$ cat config.mk
export PLATFORM = sky130hd
export DESIGN_NAME = led_sched_flat
export DESIGN_NICKNAME = d
export VERILOG_FILES = /design/src/rtl/led_sched_pkg.sv /design/src/rtl/led_sched_if.sv /design/src/rtl/led_sched_btn_cond.sv /design/src/rtl/led_sched.sv /design/src/flat_wrapper.sv
export SDC_FILE = /design/constraint.sdc
export NUM_CORES = 1
export LEC_CHECK = 0
export ABC_AREA = 1
export CORE_MARGIN = 3
export CORE_UTILIZATION = 50
export DETAILED_ROUTE_END_ITERATION = 12
export GPL_TIMING_DRIVEN = 0
export HOLD_SLACK_MARGIN = 0.12
export PLACE_DENSITY = 0.73
export RECOVER_POWER = 25
export SLEW_MARGIN = 40
export SYNTH_ARGS = -nofsm -noshare
export SYNTH_HDL_FRONTEND = slang
export SYNTH_SLANG_ARGS = --single-unit
$ cat constraint.sdc
create_clock -name clk -period 1.95 [get_ports clk]
set_clock_uncertainty 0.1 [all_clocks]
set_input_delay 0.585 -clock clk [delete_from_list [all_inputs] [get_ports clk]]
set_output_delay 0.585 -clock clk [all_outputs]
set_load 0.005 [all_outputs]
$ cat src/rtl/led_sched_pkg.sv
// -----------------------------------------------------------------------------
// led_pkg : shared definitions for the board LED display scheduler.
//
// Contents:
//    mode_t        display mode enum (PASS / CHASE / COUNT / BLINK)
//    BTN_*         index of each push-button function within btn[4:0]
//    LED_*         bit offsets of the fields packed into ledr[15:0]
//    CHASE_INIT    value the chaser restarts from
//    rotate8()     one-step rotation of the chaser pattern
// -----------------------------------------------------------------------------
package led_pkg;

   typedef enum logic [1:0] {
      MODE_PASS  = 2'd0,
      MODE_CHASE = 2'd1,
      MODE_COUNT = 2'd2,
      MODE_BLINK = 2'd3
   } mode_t;

   localparam int NUM_BTN  = 5;
   localparam int BTN_NEXT = 0;
   localparam int BTN_PREV = 1;
   localparam int BTN_RUN  = 2;
   localparam int BTN_STEP = 3;
   localparam int BTN_CLR  = 4;

   localparam int LED_MODE_LSB = 14;
   localparam int LED_RUN_BIT  = 13;
   localparam int LED_LVL_LSB  = 8;

   localparam logic [7:0] CHASE_INIT = 8'h01;

   // Rotate left (toward the MSB) when right is 0, otherwise rotate right.
   function automatic logic [7:0] rotate8(input logic [7:0] v, input logic right);
      return right ? {v[0], v[7:1]} : {v[6:0], v[7]};
   endfunction

endpackage

$ cat src/rtl/led_sched_if.sv
// -----------------------------------------------------------------------------
// led_sched_if : board-side pins of the LED scheduler.
//
// Signals:
//    btn   [4:0]   raw push-buttons, 1 = pressed (driven by the board)
//    sw    [7:0]   slide switches (driven by the board)
//    ledr  [15:0]  LED drive (driven by the scheduler)
//
// Modports:
//    master  the board / test environment side
//    slave   the scheduler side
// -----------------------------------------------------------------------------
interface led_sched_if;
   import led_pkg::*;

   logic [NUM_BTN-1:0] btn;
   logic [7:0]         sw;
   logic [15:0]        ledr;

   modport master (output btn, output sw, input ledr);
   modport slave  (input btn, input sw, output ledr);

endinterface

$ cat src/rtl/led_sched_btn_cond.sv
// -----------------------------------------------------------------------------
// btn_cond : push-button conditioning (synchronizer, debouncer, edge detector).
//
// Parameters:
//    WIDTH     number of buttons
//    DEB_LEN   stable cycles needed before the debounced level flips
//
// Ports:
//    clk       system clock
//    rst       synchronous active-low reset
//    btn_raw   asynchronous button inputs, 1 = pressed
//    level     debounced button levels
//    press     one-cycle pulse per press (rising edge of level)
//
// Build option: define LED_SCHED_DEBOUNCE_EN to include the per-bit debounce
// counters; otherwise the debounced level is a registered copy of the
// synchronized level and DEB_LEN has no effect.
// -----------------------------------------------------------------------------
module btn_cond
   import led_pkg::*;
#(
   parameter int WIDTH   = NUM_BTN,
   parameter int DEB_LEN = 20000
) (
   input  logic             clk,
   input  logic             rst,
   input  logic [WIDTH-1:0] btn_raw,
   output logic [WIDTH-1:0] level,
   output logic [WIDTH-1:0] press
);

   logic [WIDTH-1:0] sync1;
   logic [WIDTH-1:0] sync2;
   logic [WIDTH-1:0] prev;
   logic [WIDTH-1:0] armed;
   logic [1:0]       sync_vld;

   // Two-flop synchronizer. sync_vld fills with ones behind it so we know
   // when sync2 holds a real sample rather than its reset value.
   always_ff @(posedge clk) begin
      if (!rst) begin
         sync1    <= '0;
         sync2    <= '0;
         sync_vld <= '0;
      end else begin
         sync1    <= btn_raw;
         sync2    <= sync1;
         sync_vld <= {sync_vld[0], 1'b1};
      end
   end

   // A button only becomes armed once it has been seen released after reset,
   // so a button held through reset release never produces a press.
   always_ff @(posedge clk) begin
      if (!rst) begin
         armed <= '0;
      end else if (sync_vld[1]) begin
         armed <= armed | ~sync2;
      end
   end

`ifdef LED_SCHED_DEBOUNCE_EN
   localparam int DEB_W = (DEB_LEN < 1) ? 1 : $clog2(DEB_LEN + 1);

   logic [DEB_W-1:0] deb_cnt [WIDTH];

   // Per-bit debounce: the counter runs only while the synchronized input
   // disagrees with the debounced level and restarts on any agreement; the
   // level follows the input once the disagreement has lasted DEB_LEN cycles.
   always_ff @(posedge clk) begin
      if (!rst) begin
         level <= '0;
         for (int i = 0; i < WIDTH; i++) begin
            deb_cnt[i] <= '0;
         end
      end else begin
         for (int i = 0; i < WIDTH; i++) begin
            if (sync2[i] == level[i]) begin
               deb_cnt[i] <= '0;
            end else if (deb_cnt[i] == DEB_W'(DEB_LEN)) begin
               level[i]   <= sync2[i];
               deb_cnt[i] <= '0;
            end else begin
               deb_cnt[i] <= deb_cnt[i] + 1'b1;
            end
         end
      end
   end
`else
   logic unused_deb_len;
   assign unused_deb_len = (DEB_LEN >= 1);

   // Without debouncing the level is a registered copy of the synchronized
   // input, keeping the press latency the same shape as the debounced build.
   always_ff @(posedge clk) begin
      if (!rst) begin
         level <= '0;
      end else begin
         level <= sync2;
      end
   end
`endif

   // Edge detector history; releases never pulse because only 0->1 counts.
   always_ff @(posedge clk) begin
      if (!rst) begin
         prev <= '0;
      end else begin
         prev <= level;
      end
   end

   assign press = level & ~prev & armed;

endmodule

$ cat src/rtl/led_sched.sv
// -----------------------------------------------------------------------------
// led_sched : board LED display scheduler.
//
// Conditions the push-buttons and drives the 16 board LEDs from one of four
// display modes (switch pass-through, rotating chaser, binary counter, blink),
// all paced by an internal prescaler.
//
// Parameters:
//    TICK_DIV  clock cycles per pattern tick (>= 2)
//    DEB_LEN   debounce length in cycles (>= 1)
//
// Ports:
//    clk       system clock
//    rst       synchronous active-low reset
//    io        led_sched_if.slave : btn[4:0] in, sw[7:0] in, ledr[15:0] out
//
// Build option: LED_SCHED_DEBOUNCE_EN enables button debouncing in btn_cond.
// -----------------------------------------------------------------------------
module led_sched
   import led_pkg::*;
#(
   parameter int TICK_DIV = 5000000,
   parameter int DEB_LEN  = 20000
) (
   input  logic          clk,
   input  logic          rst,
   led_sched_if.slave    io
);

   localparam int             CNT_W   = $clog2(TICK_DIV);
   localparam logic [CNT_W-1:0] CNT_MAX = CNT_W'(TICK_DIV - 1);

   logic [NUM_BTN-1:0] level;
   logic [NUM_BTN-1:0] press;

   mode_t             mode;
   mode_t             mode_nxt;
   logic              mode_chg;
   logic              running;
   logic [CNT_W-1:0]  cnt;
   logic [7:0]        chase;
   logic [7:0]        count;
   logic              phase;
   logic              clr;
   logic              run_tick;
   logic              step_tick;
   logic              tick;
   logic [15:0]       ledr_nxt;
   logic [15:0]       ledr_q;

   btn_cond #(
      .WIDTH   (NUM_BTN),
      .DEB_LEN (DEB_LEN)
   ) u_btn_cond (
      .clk     (clk),
      .rst     (rst),
      .btn_raw (io.btn),
      .level   (level),
      .press   (press)
   );

   // Mode state register.
   always_ff @(posedge clk) begin
      if (!rst) begin
         mode <= MODE_PASS;
      end else begin
         mode <= mode_nxt;
      end
   end

   // Next mode: next and previous cancel each other when pressed together,
   // and both directions wrap around the four modes.
   always_comb begin
      mode_nxt = mode;
      mode_chg = 1'b0;
      if (press[BTN_NEXT] && !press[BTN_PREV]) begin
         mode_nxt = mode_t'(2'(mode + 2'd1));
         mode_chg = 1'b1;
      end else if (press[BTN_PREV] && !press[BTN_NEXT]) begin
         mode_nxt = mode_t'(2'(mode - 2'd1));
         mode_chg = 1'b1;
      end
   end

   // A step press only counts while paused and not alongside a run/pause
   // press, so toggling the run state always wins over stepping.
   assign clr       = press[BTN_CLR];
   assign run_tick  = running && (cnt == CNT_MAX);
   assign step_tick = !running && press[BTN_STEP] && !press[BTN_RUN];
   assign tick      = run_tick || step_tick;

   // Run/pause flag.
   always_ff @(posedge clk) begin
      if (!rst) begin
         running <= 1'b1;
      end else if (press[BTN_RUN]) begin
         running <= ~running;
      end
   end

   // Prescaler and pattern registers. A mode change or clear restarts every
   // pattern and the prescaler, swallowing any tick of that same cycle; only
   // the register that belongs to the current mode advances on a tick.
   always_ff @(posedge clk) begin
      if (!rst) begin
         cnt   <= '0;
         chase <= CHASE_INIT;
         count <= '0;
         phase <= 1'b0;
      end else if (mode_chg || clr) begin
         cnt   <= '0;
         chase <= CHASE_INIT;
         count <= '0;
         phase <= 1'b0;
      end else begin
         if (running) begin
            cnt <= run_tick ? '0 : cnt + 1'b1;
         end
         if (tick) begin
            case (mode)
               MODE_CHASE: chase <= rotate8(chase, io.sw[7]);
               MODE_COUNT: count <= count + 8'd1;
               MODE_BLINK: phase <= ~phase;
               default:    ;
            endcase
         end
      end
   end

   // Pack status fields and the selected pattern into the LED word.
   always_comb begin
      ledr_nxt = '0;
      ledr_nxt[LED_MODE_LSB +: 2]      = mode;
      ledr_nxt[LED_RUN_BIT]            = running;
      ledr_nxt[LED_LVL_LSB +: NUM_BTN] = level;
      case (mode)
         MODE_PASS:  ledr_nxt[7:0] = io.sw;
         MODE_CHASE: ledr_nxt[7:0] = chase;
         MODE_COUNT: ledr_nxt[7:0] = count;
         MODE_BLINK: ledr_nxt[7:0] = phase ? io.sw : 8'h00;
         default:    ledr_nxt[7:0] = 8'h00;
      endcase
   end

   // Registered LED drive; reset shows PASS mode, running, everything else dark.
   always_ff @(posedge clk) begin
      if (!rst) begin
         ledr_q <= 16'h2000;
      end else begin
         ledr_q <= ledr_nxt;
      end
   end

   assign io.ledr = ledr_q;

endmodule

$ cat src/flat_wrapper.sv
// flat-port wrapper written by rule: the top's interface ports become plain ports
module led_sched_flat import led_pkg::*;
#(
   parameter int TICK_DIV = 5000000,
   parameter int DEB_LEN  = 20000
)
  (clk, rst, io_btn, io_sw, io_ledr);
  led_sched_if io_i ();
  input  logic clk;
  input  logic rst;
  input wire logic [$bits(io_i.btn)-1:0] io_btn;
  input wire logic [$bits(io_i.sw)-1:0] io_sw;
  output wire logic [$bits(io_i.ledr)-1:0] io_ledr;
  assign io_i.btn = io_btn;
  assign io_i.sw = io_sw;
  assign io_ledr = io_i.ledr;
  led_sched #(.TICK_DIV(TICK_DIV), .DEB_LEN(DEB_LEN)) u_core (.clk(clk), .rst(rst), .io(io_i));
endmodule
==> impl_results.md, run 1 <==
* Status: finished clean
* Commonest non-fill, non-tap cell in the layout: nand2_1
* Worst path buffer plus inverter count at 1
* Post-synth EDFFs at 0
* Layout filler cell count at roughly 600
* Via count at a little over 3,000
* Vias in the first global route at between 2,000 and 3,000
* Most area-hungry cell type in the Yosys netlist: dfxtp_1
* First-pass GRT wire length at between 10,000 and 15,000 um
* CTS root buf: clkbuf_8
* Final period util at a little over nine tenths
* Slew Viols, Final at 0
* Register area at 1620 um^2
* Die area at ~8100 um^2
* DRC viols at 0
* Final net count at between 500 and 600
* DIE HEIGHT at ~90 um
* H-tree levels at 3
* Setup Crit Path Kind: reg2out
* Footprint of the multi-input gates at 1590 um^2
* Initial Utilization at about 54%
* CTS tree: yes
* # setup viols final at 0
* Critical path's slowest cell: clkdlybuf4s50_1
* Pin count of the biggest net entering global routing at 15
* Cell Chain, Critical Path: clkdlybuf4s50_1
* TritonCTS Buffers at 9
* Maximum VDD drop at about 0.44 mV
* Final Routed Wirelength at 7420 um
* Post-synth cell types at 33
* Worst setup SP type: flip-flop
* Fin crit period at between 1500 and 2000 ps
* Ys async rst share at 0%
* Share of cells above drive strength 1 at around a tenth
* Yosys top cell area share at a little under half
* Mapped Area at 3520 um^2
* CTS clk-pin slew, worst paths at roughly 80 ps
* CP max stage delay at approximately 520 ps
* Antenna cell count at 0
* Setup WS post-layout at between 50 and 60 ps
* Die width at roughly 90 um
* Hold_ws at 324 ps
* Hold buffer count at cts at 0
* Yosys reg bits at 81
* Vias per std cell at 4.97
* Clock buffer depth at 2
* Seq/Total Area, Yosys at 46.1%
* WP data arrival at 1210 ps
* Mean Syn Cell Area at ~7.4 um^2
* Ports at 31
* DRT iter0 DRCs at between 100 and 150
* CORE AREA at about 6600 um^2
* Gr usage total at 19.6%
* Crit Path Max Fanout at 2
* Final hold vios at 0
* DRT antenna net count at 0
* Drt wl/cell at ~12 um
* Final core utilization at 64.1%
* Design Area, Final at roughly 4200 um^2
* # port buffers at 29
* CP endpoint kind: output port
* Worst slew pin tran at 580 ps
* Max Cap Viol at 0
* Delay-heaviest family, CP: buffers and inverters
* Synth warn at 0
* Placed Area at a little under 4000 um^2
* TritonRoute pass-1 iters at 4
* Row count at 29
* Syn Nets at 500
* Clock latency on the worst-skew pair at about 350 ps
* Max Clock Freq at 0.528 GHz
* Setup TNS at 0 ps
* Mapped Cells at approximately 480
* Initial antenna violation count at 0
* Pre-CTS WS at -553 ps
* Total gr overflow at 0
* Synth top area cells: dfxtp_1 (46%), nand2_1 (13%), inv_1 (6.2%)
* Pleak at ~1.9 nW
* Commonest non-fill, non-tap cells in the layout: nand2_1 (121), dfxtp_1 (81), inv_1 (57), nor2_1 (53), a21oi_1 (41)
* GP Congestion at around 0.90
* CP required at 1260 ps
* Clock sinks at 81
* Pwr dens at a little under 800 nW/um^2
* RSZ-0062 raised after global routing: no
* Slew Limit Headroom at 61.3%
* HP Class: reg2reg
* Primary FF master, synth: dfxtp_1
* Placed wire-length estimate at ~5400 um
* Area growth from synthesis to layout at 19.7%
## state kept, by name, indices dropped and copies added (netlist names)
signal	count
u_core.cnt	23
u_core.u_btn_cond.level	5
u_core.u_btn_cond.sync1	5
u_core.u_btn_cond.armed	5
u_core.phase	1
u_core.count	8
u_core.io.ledr	12
u_core.mode	2
u_core.u_btn_cond.sync_vld	2
u_core.running	1
u_core.chase	8
u_core.u_btn_cond.sync2	5
u_core.u_btn_cond.prev	4
## synthesized netlist by cell type, types with 2 or more instances
cell      instances
nor3_1            7
a21oi_1          41
mux2i_1           7
clkbuf_1          8
nor2_2            5
buf_2             4
nand2_1         122
xnor2_1           2
nand3_1          31
o21a_1            3
ha_1              7
dfxtp_1          81
nand2_2           3
inv_2             5
nand4_1           7
buf_4             2
o21ai_0           8
a22o_1            5
xor2_1            6
nor2_1           54
inv_1            58
## final timing paths
kind                              start                         end  slack, ps  cells after the start
min reg2reg  u_core.u_btn_cond.sync1[2]  u_core.u_btn_cond.sync2[2]        320                      2
min          u_core.u_btn_cond.sync1[2]  u_core.u_btn_cond.sync2[2]        320                      2
max reg2reg               u_core.cnt[0]             u_core.count[4]        160                      9
max           u_core.u_btn_cond.prev[2]                 io_ledr[10]         60                      1
## metrics by stage
stage	power, mW	cells
finish	3.30	619
global route	3.42	619
CTS	3.32	616
detailed placement	1.94	600
global placement	1.93	600
floorplan	1.85	478
## per-layer routing
layer  global-route usage, %  up-vias  routed length [um]
li1                        -     1602                   -
met1                    23.5     1394                3350
met2                    33.5       72                3600
met3                    4.26       11                 367
met4                    9.06        0                 102
met5                       0        -                   0
## power by group
group / internal (mW) / switching (mW)
Sequential: 1.69 / 0.0203
Combinational: 0.0950 / 0.0983
Clock: 0.766 / 0.624
Total: 2.56 / 0.743
## layout make-up
type	count	area share, %
Buffer	16	2.53
Clock buffer	11	3.36
Clock inverter	5	2.02
Inverter	64	5.71
Multi-Input combinational cell	317	37.7
Sequential cell	81	38.5
Tap cell	93	2.76
Timing Repair Buffer	32	7.43
## what timing repair did
item                                    4_1_cts  5_1_grt
endpoints found under the setup margin       19       21
resized for setup                             5        7
endpoints found under the hold margin         0        0
setup buffers                                 0        3
## worst register-to-register path: cells and delay by family, from the launching register on
kind / cells / cell delay (ps)
AO/OA/AOI/OAI: 1 / 60
adder cells (fa/ha/maj): 1 / 210
buffers and inverters: 1 / 150
flip-flops: 1 / 390
AND/OR/NAND/NOR: 6 / 740
## cells by family (layout without fill, tap and decap cells)
logic type,count (synthesis),count (layout),share of synthesized area (%)
muxes,8,8,2.31
AOI/OAI and AO/OA,62,62,9.86
buffers and inverters,80,128,9.43
and+or+nand+nor,232,232,27.8
xor gates and xnor gates,8,8,1.99
adders and majority gates,7,7,2.49
DFF,81,81,46.1
No activity file was read; power rests on OpenSTA's default activity.
==> run 2: changes to the inputs <==
- ABC_CLOCK_PERIOD_IN_PS: default -> 1950
- DONT_BUFFER_PORTS: default -> 1
- PLACE_DENSITY: 0.73 -> 0.67
==> run 2 against run 1 <==
First-iteration DRC count down 35%. Total power down 7.1%. Worst hold slack worse by 110 ps. Critical path depth up 9. Count of clock-buffer cells in the layout down 2. Final area down 8.2%. Sequential share of layout area up 3.4 points. Global-route usage down 1.2 points. Fmax up 6.8%. Setup slack better by 120 ps. Routed wire length down 4.6%. Largest cell class unchanged.
==> impl_results.md, run 2 (synthesis gave the netlist of run 1 again) <==
* Slew Limit Headroom at 59.5%
* Row count at 29
* Final period util at 90.9%
* Via count at about 2,900
* Tot Pwr at between 3 and 4 mW
* Pin count of the biggest net entering global routing at 18
* Clock sinks at 81
* Status: finished clean
* # setup viols final at 0
* Vias in the first global route at approximately 2,600
* Maximum VDD drop at 0.510 mV
* Area growth from synthesis to layout at 9.89%
* Worst path buffer plus inverter count at 3
* Initial antenna violation count at 0
* Clock buffer depth at 2
* Worst setup SP type: flip-flop
* DRT iter0 DRCs at 93
* Fin crit period at 1770 ps
* Antenna cell count at 0
* Final net count at a little over 500
* Placed Area at approximately 3600 um^2
* First-pass GRT wire length at 12,200 um
* DRC viols at 0
* Setup Crit Path Kind: reg2reg
* Max Clock Freq at between 0.5 and 0.6 GHz
* Pleak at approximately 1.8 nW
* DIE HEIGHT at roughly 90 um
* Max reg flops at 23
* RSZ-0062 raised after global routing: no
* Die width at about 90 um
* Top reg by flops: u_core.cnt
* Cell Chain, Critical Path: inv_1 -> nor2_1 -> nand2_1 -> ha_4 -> nand3_1 -> inv_2 -> nand2_4 -> inv_6 -> o21ai_0 -> a21oi_1
* Metal3 WL at 310 um
* Gr usage total at around 18%
* WP data arrival at between 1500 and 2000 ps
* CTS clk-pin slew, worst paths at ~100 ps
* Worst slew pin tran at slightly above 600 ps
* Commonest non-fill, non-tap cell in the layout: nand2_1
* Final core utilization at around three fifths
* Total gr overflow at 0
* CTS root buf: clkbuf_8
* DR WL met2 at 3220 um
* # port buffers at 0
* Top routing layer used: met4
* H-tree levels at 3
* CP max stage delay at ~320 ps
* Design Area, Final at between 3000 and 4000 um^2
* Crit Path Max Fanout at 12
* Commonest non-fill, non-tap cells in the layout: nand2_1 (121), dfxtp_1 (81), inv_1 (57), nor2_1 (53), a21oi_1 (41)
* Drt wl/cell at roughly 12 um
* CP required at between 2000 and 2500 ps
* CP endpoint kind: flip-flop
* Finished Layout Cells at 587
* Pwr dens at 793 nW/um^2
* Share of cells above drive strength 1 at 9.31%
* Final hold vios at 0
* HP Class: in2reg
* Vias per std cell at about 4.9
* Ports at 31
* DRT antenna net count at 0
* Final Routed Wirelength at about 7000 um
* TritonCTS Buffers at 9
* Clock latency on the worst-skew pair at about 360 ps
* Placed wire-length estimate at approximately 5000 um
* CTS tree: yes
* Critical path's slowest cell: dfxtp_1
* Delay-heaviest family, CP: simple AND/OR/NAND/NOR gates
* Die area at roughly 8100 um^2
* Max Cap Viol at 0
* Cells after DPL at roughly 570
* Slew Viols, Final at 0
* CORE AREA at 6570 um^2
* GP Congestion at 0.856
* TritonRoute pass-1 iters at 5
* M1 WL at 3390 um
* Initial Utilization at a little over half
## run 2: metal layers
| layer | global-route usage, % | vias to the layer above |
|---|---|---|
| met3 | 3.92 | 15 |
| met4 | 9.18 | 0 |
| met5 | 0 | - |
| met1 | 24.2 | 1261 |
| li1 | - | 1528 |
| met2 | 28.4 | 59 |
## run 2: metrics by stage
stage          hold slack [ps]  setup WS, ps  TNS [ps]
6_report                   218           177         0
3_5_place_dp               299          -108      -484
4_1_cts                    198          59.5         0
3_3_place_gp               295         -54.2      -183
5_1_grt                    201          14.3         0
2_1_floorplan              290           255         0
## run 2: area by class of cell
class                   count  area [um^2]
multi-input cells         317         1590
repair buffers              1         10.0
clock inverters             7         73.8
well taps                  93          116
flip-flops and latches     81         1620
inverters                  64          245
fillers                   616         2700
plain buffers              15         87.6
clock buffers               9          124
## run 2: report_power, final
group	switching (mW)	leakage (nW)	internal [mW]
logic	0.0870	1.01	0.0462
clock network	0.710	0.0946	0.504
registers	0.0227	0.660	1.69
## run 2: timing repair
item / in CTS / in global routing
setup endpoints to repair: 10 / 30
cloned: 0 / 0
endpoints found under the hold margin: 1 / 0
pin swaps: 0 / 1
resized for setup: 2 / 10
hold buffers: 1 / 0
buffers inserted: 0 / 0
## run 2: final timing paths
| check | start | endpoint | slack, ps | depth (start not counted) |
|---|---|---|---|---|
| hold reg to reg | u_core.u_btn_cond.sync1[3] | u_core.u_btn_cond.sync2[3] | 320 | 2 |
| setup / recovery | u_core.u_btn_cond.armed[1] | u_core.cnt[5] | 180 | 10 |
| hold / removal | io_btn[4] | u_core.u_btn_cond.sync1[4] | 220 | 2 |
| setup reg to reg | u_core.u_btn_cond.armed[1] | u_core.cnt[5] | 180 | 10 |
==> run 3: changes to the inputs <==
- CORE_MARGIN: 3 -> default
==> run 3 against run 2 <==
Sequential share of layout area is essentially flat. Register-to-register slack is essentially flat. Fmax is essentially flat. Routed wire length shrank 3.8%. Combinational power is essentially flat. Total power shrank 2.6%. Sequential cell count is the same. Clock power shrank 7%. Utilization shrank 1.9 points. First-iteration DRC count shrank 25%. Worst hold slack lost 63 ps.
==> impl_results.md, run 3 (synthesis gave the netlist of run 1 again) <==
* Status: finished clean
* Vias in the first global route at roughly 2,700
* Clock sinks at 81
* Layout filler cell count at approximately 650
* Final period util at approximately 91%
* Area growth from synthesis to layout at 9.96%
* Clock latency on the worst-skew pair at roughly 350 ps
* GP Congestion at 0.890
* Vias per std cell at 4.80
* Delay-heaviest family, CP: simple AND/OR/NAND/NOR gates
* Max reg flops at 23
* Pleak at 1.77 nW
* Row count at 30
* Worst setup SP type: flip-flop
* TritonCTS Buffers at 9
* Worst slew pin tran at 557 ps
* CTS root buf: clkbuf_8
* Pwr dens at between 700 and 800 nW/um^2
* Die width at around 86 um
* CP max stage delay at 390 ps
* Clock buffer depth at 2
* Fin crit period at 1770 ps
* CTS clk-pin slew, worst paths at 80 ps
* DRT antenna net count at 0
* Antenna cell count at 0
* WHS Endpoint: u_core.u_btn_cond.sync_vld[0]
* Cells after DPL at 574
* Pre-CTS WS at -66.7 ps
* Setup WS post-layout at roughly 180 ps
* DRC viols at 0
* Final net count at between 500 and 600
* DIE HEIGHT at about 86 um
* Setup Crit Path Kind: reg2reg
* Slew Viols, Final at 0
* H-tree levels at 3
* Initial antenna violation count at 0
* HP Class: in2reg
* FF-to-FF path depth at 9
* Crit Path Max Fanout at 10
* WP data arrival at 1890 ps
* Cell Chain, Critical Path: ha_1 -> nand4_1 -> nor2_2 -> nand3_2 -> nand2_2 -> buf_6 -> nand2_2 -> nand2_1 -> a21oi_1
* # port buffers at 0
* CP Launch Point: u_core.cnt[0]
* Final Routed Wirelength at just under 7000 um
* Slew Limit Headroom at 62.9%
* Cell mode on critical path: nand2_2
* Finished Layout Cells at just under 600
* Ports at 31
* Critical path's slowest cell: dfxtp_1
* CP endpoint kind: flip-flop
* CTS tree: yes
* TritonRoute pass-1 iters at 4
* Die area at between 7000 and 8000 um^2
* Total gr overflow at 0
* Top reg by flops: u_core.cnt
* Final hold vios at 0
* Gr usage total at about a fifth
* Maximum VDD drop at 0.459 mV
* Pin count of the biggest net entering global routing at 16
* Worst hold path depth at 0
* CP required at 2060 ps
* Max Clock Freq at 0.564 GHz
* # setup viols final at 0
* DRT iter0 DRCs at 70
* RSZ-0062 raised after global routing: no
* CORE AREA at slightly below 7000 um^2
* Worst path buffer plus inverter count at 1
* Commonest non-fill, non-tap cell in the layout: nand2_1
* First-pass GRT wire length at around 12,000 um
* Commonest non-fill, non-tap cells in the layout: nand2_1 (121), dfxtp_1 (81), inv_1 (57), nor2_1 (53), a21oi_1 (41)
* Drt wl/cell at ~12 um
* Max Cap Viol at 0
* FF-to-FF setup slack at 180 ps
* Initial Utilization at between 50% and 60%
* Placed wire-length estimate at a little under 5000 um
* Via count at ~2,800
* Hold_sp: rst
* Worst reg2reg endpoint: u_core.count[2]
* Share of cells above drive strength 1 at under 10%
* R2R Path Start: u_core.cnt[0]
-- run 3: cell types whose count changed in the layout (fill, tap and decap cells not counted), sizes merged --
cell	before	now
clkbuf	17	19
clkinvlp	2	0
dlygate4sd3	1	0
clkinv	2	5
inv	67	65
buf	7	9
-- run 3: timing repair --
action                                  4_1_cts  5_1_grt
endpoints found under the setup margin       10       24
gates resized for setup                       2        7
hold endpoints to repair                      0        0
hold buffers                                  0        0
setup buffers                                 0        2
-- run 3: worst max-delay path by stage --
stage / end / slack, ps / depth (start not counted)
final: u_core.count[2] / 180 / 9
after detailed placement: u_core.cnt[20] / -70 / 10
after CTS: u_core.cnt[13] / 40 / 10
after global placement: u_core.cnt[10] / -60 / 11
after global routing: u_core.cnt[20] / 3 / 8
after floorplan: u_core.chase[0] / 250 / 4
-- run 3: per-layer routing --
layer,vias up,wire length (um),global-route usage (%)
li1,1534,-,-
met1,1259,3270,23.9
met2,45,3240,35.4
met3,6,224,5.39
met4,0,74,7.42
met5,-,0,0
-- run 3: power by group --
| part | internal, mW | switching [mW] |
|---|---|---|
| sequential | 1.69 | 0.0216 |
| combinational | 0.0497 | 0.0861 |
| clock | 0.510 | 0.622 |
| total | 2.25 | 0.730 |
-- run 3: cell type report --
class,count,area (um^2),share of cell area (%)
plain buffers,16,97.6,2.52
clock buffers,10,138,3.56
clock inverters,6,48.8,1.26
inverters,64,240,6.21
multi-input cells,317,1590,41.0
flip-flops and latches,81,1620,41.9
well taps,96,120,3.11
repair buffers,2,15.0,0.388
-- run 3: worst reg2reg max path, delay by kind of cell (launching register included) --
family	cells	cell delay (ps)
compound gates	1	50
fa+ha+maj	1	220
buf+inv	1	150
flops	1	390
simple gates	6	750
-- run 3: through the flow --
stage | setup TNS (ps) | power (mW) | cell area, um^2 | hold WS [ps] | utilization (%)
2_1_floorplan | 0 | 1.85 | 3520 | 290 | -
3_3_place_gp | -197 | 1.88 | 3640 | 294 | 53.5
3_5_place_dp | -334 | 1.89 | 3640 | 295 | 53.5
4_1_cts | 0 | 3.02 | 3820 | 136 | 56.3
5_1_grt | 0 | 3.13 | 3870 | 126 | 56.9
6_report | 0 | 2.98 | 3870 | 155 | 56.9
